<file path="config.mk">
export PLATFORM = sky130hd
export DESIGN_NAME = ct_lsu_pfu_pfb_mmu_pe_arb
export DESIGN_NICKNAME = d
export VERILOG_FILES = /design/src/rtl/ct_lsu_pfu_pfb_mmu_pe_arb.sv
export SDC_FILE = /design/constraint.sdc
export NUM_CORES = 1
export LEC_CHECK = 0
export ABC_CLOCK_PERIOD_IN_PS = 6500
export CORE_AREA = 2 2 188 190
export CTS_CLUSTER_SIZE = 28
export DETAILED_ROUTE_END_ITERATION = 7
export DIE_AREA = 0 0 190 192
export PLACE_DENSITY = 0.51
export SLEW_MARGIN = 30
export SYNTH_ARGS = -nofsm -noshare
export SYNTH_HDL_FRONTEND = slang
export SYNTH_SLANG_ARGS = --single-unit
</file>
<file path="constraint.sdc">
create_clock -name entry_clk -period 6.5 [get_ports entry_clk]
set_input_delay 1.95 -clock entry_clk [delete_from_list [all_inputs] [get_ports entry_clk]]
set_output_delay 1.95 -clock entry_clk [all_outputs]
set_load 0.01 [all_outputs]
</file>
<file path="src/rtl/ct_lsu_pfu_pfb_mmu_pe_arb.sv">
// PFB MMU page-entry arbiter: round-robin picks one requesting entry, runs a single
// outstanding MMU translation and returns the result to that entry as a one-hot response.

module ct_lsu_pfu_pfb_mmu_pe_arb_entry (
    input  logic        entry_mmu_pe_req,
    input  logic        entry_pop_vld,
    input  logic        pfu_pfb_flush,
    input  logic [39:0] entry_inst_new_va,
    input  logic [1:0]  entry_priv_mode,
    input  logic [1:0]  entry_mmu_pe_req_src,
    output logic        req_vld,
    output logic [27:0] vpn,
    output logic [1:0]  priv,
    output logic [1:0]  src
);
    // Page offset is irrelevant to translation.
    logic unused_va_lo;
    assign unused_va_lo = ^entry_inst_new_va[11:0];

    assign req_vld = entry_mmu_pe_req & ~entry_pop_vld & ~pfu_pfb_flush;
    assign vpn     = entry_inst_new_va[39:12];
    assign priv    = entry_priv_mode;
    assign src     = entry_mmu_pe_req_src;
endmodule

module ct_lsu_pfu_pfb_mmu_pe_arb #(
    parameter int ENTRY_NUM = 8,
    parameter int ID_W      = 3
) (
    input  logic                    entry_clk,
    input  logic                    cpurst_b,
    input  logic [ENTRY_NUM-1:0]    entry_mmu_pe_req,
    input  logic [2*ENTRY_NUM-1:0]  entry_mmu_pe_req_src,
    input  logic [40*ENTRY_NUM-1:0] entry_inst_new_va,
    input  logic [2*ENTRY_NUM-1:0]  entry_priv_mode,
    input  logic [ENTRY_NUM-1:0]    entry_pop_vld,
    input  logic                    pfu_pfb_flush,
    output logic [ENTRY_NUM-1:0]    entry_mmu_pe_req_grnt,
    output logic                    pfu_mmu_req,
    output logic [27:0]             pfu_mmu_vpn,
    output logic [1:0]              pfu_mmu_priv_mode,
    input  logic                    mmu_pfu_ack,
    input  logic                    mmu_pfu_resp_vld,
    input  logic [27:0]             mmu_pfu_ppn,
    input  logic                    mmu_pfu_fault,
    output logic                    pe_resp_vld,
    output logic [ENTRY_NUM-1:0]    pe_resp_entry_oh,
    output logic [1:0]              pe_resp_src,
    output logic [27:0]             pe_resp_ppn,
    output logic                    pe_resp_fault,
    output logic                    arb_busy
);
    typedef enum logic [1:0] {
        IDLE = 2'b00,
        REQ  = 2'b01,
        WAIT = 2'b10
    } state_t;

    state_t                          state;
    logic [ID_W-1:0]                 rr_ptr;
    logic [ID_W-1:0]                 lat_id;
    logic [1:0]                      lat_src;
    logic                            cancel;

    logic [ENTRY_NUM-1:0]            req_vld;
    logic [ENTRY_NUM-1:0][27:0]      ent_vpn;
    logic [ENTRY_NUM-1:0][1:0]       ent_priv;
    logic [ENTRY_NUM-1:0][1:0]       ent_src;

    logic                            win_vld;
    logic [ID_W-1:0]                 win_id;
    logic [ID_W-1:0]                 cand;
    logic                            kill;

    for (genvar i = 0; i < ENTRY_NUM; i++) begin : g_entry
        ct_lsu_pfu_pfb_mmu_pe_arb_entry u_entry (
            .entry_mmu_pe_req     (entry_mmu_pe_req[i]),
            .entry_pop_vld        (entry_pop_vld[i]),
            .pfu_pfb_flush        (pfu_pfb_flush),
            .entry_inst_new_va    (entry_inst_new_va[40*i +: 40]),
            .entry_priv_mode      (entry_priv_mode[2*i +: 2]),
            .entry_mmu_pe_req_src (entry_mmu_pe_req_src[2*i +: 2]),
            .req_vld              (req_vld[i]),
            .vpn                  (ent_vpn[i]),
            .priv                 (ent_priv[i]),
            .src                  (ent_src[i])
        );
    end

    // Search starts just past the last winner; ID_W-bit add wraps modulo ENTRY_NUM.
    always_comb begin
        win_vld = 1'b0;
        win_id  = '0;
        cand    = '0;
        for (int k = 1; k <= ENTRY_NUM; k++) begin
            cand = rr_ptr + ID_W'(k);
            if (!win_vld && req_vld[cand]) begin
                win_vld = 1'b1;
                win_id  = cand;
            end
        end
    end

    // Owner popped or whole buffer flushed: finish the MMU handshake but drop the answer.
    assign kill     = entry_pop_vld[lat_id] | pfu_pfb_flush;
    assign arb_busy = (state != IDLE);

    always_ff @(posedge entry_clk or negedge cpurst_b) begin
        if (!cpurst_b) begin
            state                 <= IDLE;
            rr_ptr                <= ID_W'(ENTRY_NUM-1);
            lat_id                <= '0;
            lat_src               <= '0;
            cancel                <= 1'b0;
            entry_mmu_pe_req_grnt <= '0;
            pfu_mmu_req           <= 1'b0;
            pfu_mmu_vpn           <= '0;
            pfu_mmu_priv_mode     <= '0;
            pe_resp_vld           <= 1'b0;
            pe_resp_entry_oh      <= '0;
            pe_resp_src           <= '0;
            pe_resp_ppn           <= '0;
            pe_resp_fault         <= 1'b0;
        end else begin
            entry_mmu_pe_req_grnt <= '0;
            pe_resp_vld           <= 1'b0;
            case (state)
                IDLE: begin
                    if (win_vld) begin
                        state                 <= REQ;
                        lat_id                <= win_id;
                        lat_src               <= ent_src[win_id];
                        pfu_mmu_vpn           <= ent_vpn[win_id];
                        pfu_mmu_priv_mode     <= ent_priv[win_id];
                        rr_ptr                <= win_id;
                        entry_mmu_pe_req_grnt <= ENTRY_NUM'(1) << win_id;
                        pfu_mmu_req           <= 1'b1;
                    end
                end
                REQ: begin
                    if (kill)
                        cancel <= 1'b1;
                    if (mmu_pfu_ack) begin
                        state       <= WAIT;
                        pfu_mmu_req <= 1'b0;
                    end
                end
                WAIT: begin
                    if (kill)
                        cancel <= 1'b1;
                    if (mmu_pfu_resp_vld) begin
                        state            <= IDLE;
                        cancel           <= 1'b0;
                        pe_resp_vld      <= ~(cancel | kill);
                        pe_resp_entry_oh <= ENTRY_NUM'(1) << lat_id;
                        pe_resp_src      <= lat_src;
                        pe_resp_ppn      <= mmu_pfu_ppn;
                        pe_resp_fault    <= mmu_pfu_fault;
                    end
                end
                default: begin
                    state       <= IDLE;
                    pfu_mmu_req <= 1'b0;
                    cancel      <= 1'b0;
                end
            endcase
        end
    end
endmodule
</file>
==> results of run 1 <==
==> layer usage <==
metal	vias to the layer above	GRT usage	routed length (um)
met1	3584	0.213	13700
met2	318	0.298	15800
met5	-	0	0
met3	16	0.0462	2810
met4	0	0.0304	301
li1	3426	-	-
==> flip-flops by register name (all words and copies together) (netlist names) <==
signal and count:
pe_resp_fault 1, pe_resp_vld 1, lat_src 2, pe_resp_ppn 28
pe_resp_entry_oh 8, rr_ptr 3, pfu_mmu_vpn 28, pfu_mmu_priv_mode 2
cancel 1, entry_mmu_pe_req_grnt 8, pfu_mmu_req 1, pe_resp_src 2
state 2, lat_id 3
==> area by class of cell <==
class | instances | area share
timing repair buffer | 411 | 0.338
clock buffer | 9 | 0.0187
sequential | 90 | 0.187
clock inverter | 7 | 0.00602
tap | 455 | 0.0472
inverter | 43 | 0.0134
multi-input combinational | 500 | 0.390
==> power breakdown <==
part,internal [mW],total [mW],leakage (nW),switching (mW)
clock network,0.272,0.552,0.143,0.280
logic,2.71,6.14,3.50,3.43
registers,0.862,1.08,1.11,0.215
total,3.85,7.77,4.76,3.92
==> cells by family after synthesis <==
logic type      after synthesis
mux                         182
flops                        90
xor+xnor                      3
buf+inv                     110
simple gates                117
fa+ha+maj                     6
compound gates              192
==> path summary, 6_finish.rpt <==
| check | startpoint | to | slack, ps | cells after the start |
|---|---|---|---|---|
| max | pfu_pfb_flush | pfu_mmu_vpn[24]$_DFFE_PN0P_ | 880 | 12 |
| min | pfu_mmu_vpn[27]$_DFFE_PN0P_ | pfu_mmu_vpn[27]$_DFFE_PN0P_ | 490 | 2 |
| max reg2reg | rr_ptr[0]$_DFFE_PN1P_ | pfu_mmu_vpn[7]$_DFFE_PN0P_ | 1620 | 12 |
| min reg2reg | pfu_mmu_vpn[27]$_DFFE_PN0P_ | pfu_mmu_vpn[27]$_DFFE_PN0P_ | 490 | 2 |
| max in group asynchronous | cpurst_b | pe_resp_ppn[7]$_DFFE_PN0P_ | 3740 | 2 |
| min in group asynchronous | cpurst_b | pfu_mmu_req$_DFFE_PN0P_ | 1610 | 1 |
==> critical path: stages <==
cell and delay (ps):
clkdlybuf4s50_1 760, inv_1 110, a31oi_1 460, mux4_2 380, a21boi_1 280, nand2_2 160
buf_4 230, nor4_1 640, nor2_1 200, nand2_2 130, buf_4 370, o211ai_1 150
==> Yosys cell counts, types with 5 or more instances <==
cell type   n  area (sq um)
dfrtp_1    87          2180
mux2_2     73           822
mux2i_1    70           701
o221ai_1   66           578
nand2_1    43           161
o211ai_2   43           538
inv_1      41           154
mux2_1     27           304
clkbuf_1   26          97.6
o211ai_1   24           180
buf_6      21           236
nor2_1     15          56.3
buf_2      12          60.1
mux4_2     12           270
nor2b_1    12          75.1
nor3_1     11          55.1
o21ai_0    10          50.1
a21oi_1     8          40.0
and3_1      8          50.1
a22o_1      7          61.3
ha_1        6          75.1
a22oi_1     5          37.5
==> per-stage QoR <==
step | setup slack, ps | area [sq um]
after detailed placement | 542 | 11800
after global placement | 563 | 11800
after CTS | 936 | 12100
final | 881 | 12100
after global routing | 645 | 12100
after floorplan | 1800 | 7540
==> results.txt, run 1 <==
CTS Sinks - 90
DR WL/cell - 21.5 um
Row Count - 68
core area - 0.0343 sq mm
fraction of the mapped netlist area in compound gates - 0.236
Root Buffer - clkbuf_16
Power, Total - 7.77 mW
WS Path Type - input port to register
dpl hpwl - 24200 um
Setup TNS - 0 ps
initial antenna violation count - 0
unrepaired setup endpoints after global routing - no
Routed WL - 32600 um
Syn Inst Count - 700
Period minus WS final - 5620 ps
XOR/XNOR Fraction of Synth Area - 0.00648
layout cells sized above 1 - 0.189
share of synthesized flip-flops with an asynchronous set or reset - 1.00
fin cells - 1515
Total GRT Usage - 0.171
starting DRC count in detailed routing - 273
Die W - 190 um
Fmax - 178 MHz
final hold violation count - 0
most common library cell in the layout ignoring fill and taps - clkdlybuf4s50_1
Post-Synth Adder-Cell Area - 0.00996
Hold Buf Count CTS - 0
Synthesis Warnings - 0
synthesized area per cell - 10.8 sq um
Vias - 7344
status - finished, final reports clean
CP arrival - 5850 ps
Mapped Nets - 1108
Max FO, Critical Path - 20
Worst EP required - 6730 ps
aggregate global routing overflow - 0
FILL cells - 3466
Slew Limit Fails - 0
initial core utilization - 0.220
Worst-Skew Late Latency - 350 ps
hold slack - 490 ps
Most used DFF post-synth - dfrtp_1
PostCTS Resize Cnt - 0
Netlist Area Pre-Place - 0.00754 sq mm
Synth-to-Final Area Change - 60.1%
die area - 0.0365 sq mm
cts bufs inserted - 9
post-synthesis simple-gate area fraction - 0.0878
Pre-antenna DRT Iters - 4
clock skew - 8.98 ps
multi-input gate area in the final layout - 0.00471 sq mm
PD cells - 644 mW/mm^2
headroom to the max-slew limit - 0.521
ANT cells - 0
nets - 1463
global-route wire length before repair - 47300 um
Final Util - 0.352
vias in the first global route - 7619
sequential area share after synthesis - 0.299
Synth Register Bits - 90
remaining antenna violation count - 0
Post-CTS Setup Bufs - 0
CP Launch Type - input port
Tightest Pin Transition - 712 ps
Storage cell area - 0.00226 sq mm
leak pwr - 4.76 nW
TritonCTS clock tree - yes
Post-synth EDFFs - 0
Vias per Instance - 4.85
htree depth - 3
Clock Tree Buf Depth - 2
drc violations - 0
gpl congestion - 0.858
Netlist cell types - 72
placed insts - 1499
Setup Viol. Count Final - 0
Die Ht - 192 um
fin crit share - 0.864
clock-pin slew on the worst setup and hold paths - 80 ps
largest family of logic cells by synthesized area - multiplexers
# Max-Cap Violations - 0
mux cell area share after synthesis - 0.278
# port buffers - 385
most frequent cells in the layout - 384 x clkdlybuf4s50_1, 87 x dfrtp_1, 73 x mux2_2, 70 x mux2i_1, 66 x o221ai_1
VDD IR max - 457 uV
worst min-delay path class - register to register
pin count of the biggest net entering global routing - 47
Critical Path End Type - register
number of I/O pins - 482
Power figures use the tool's default switching activity.
==> run 2: changes to the inputs <==
CAP_MARGIN = 10   (was not set)
==> results of run 2 <==
No change in the layout: final DEF, timing and power equal those of run 1.
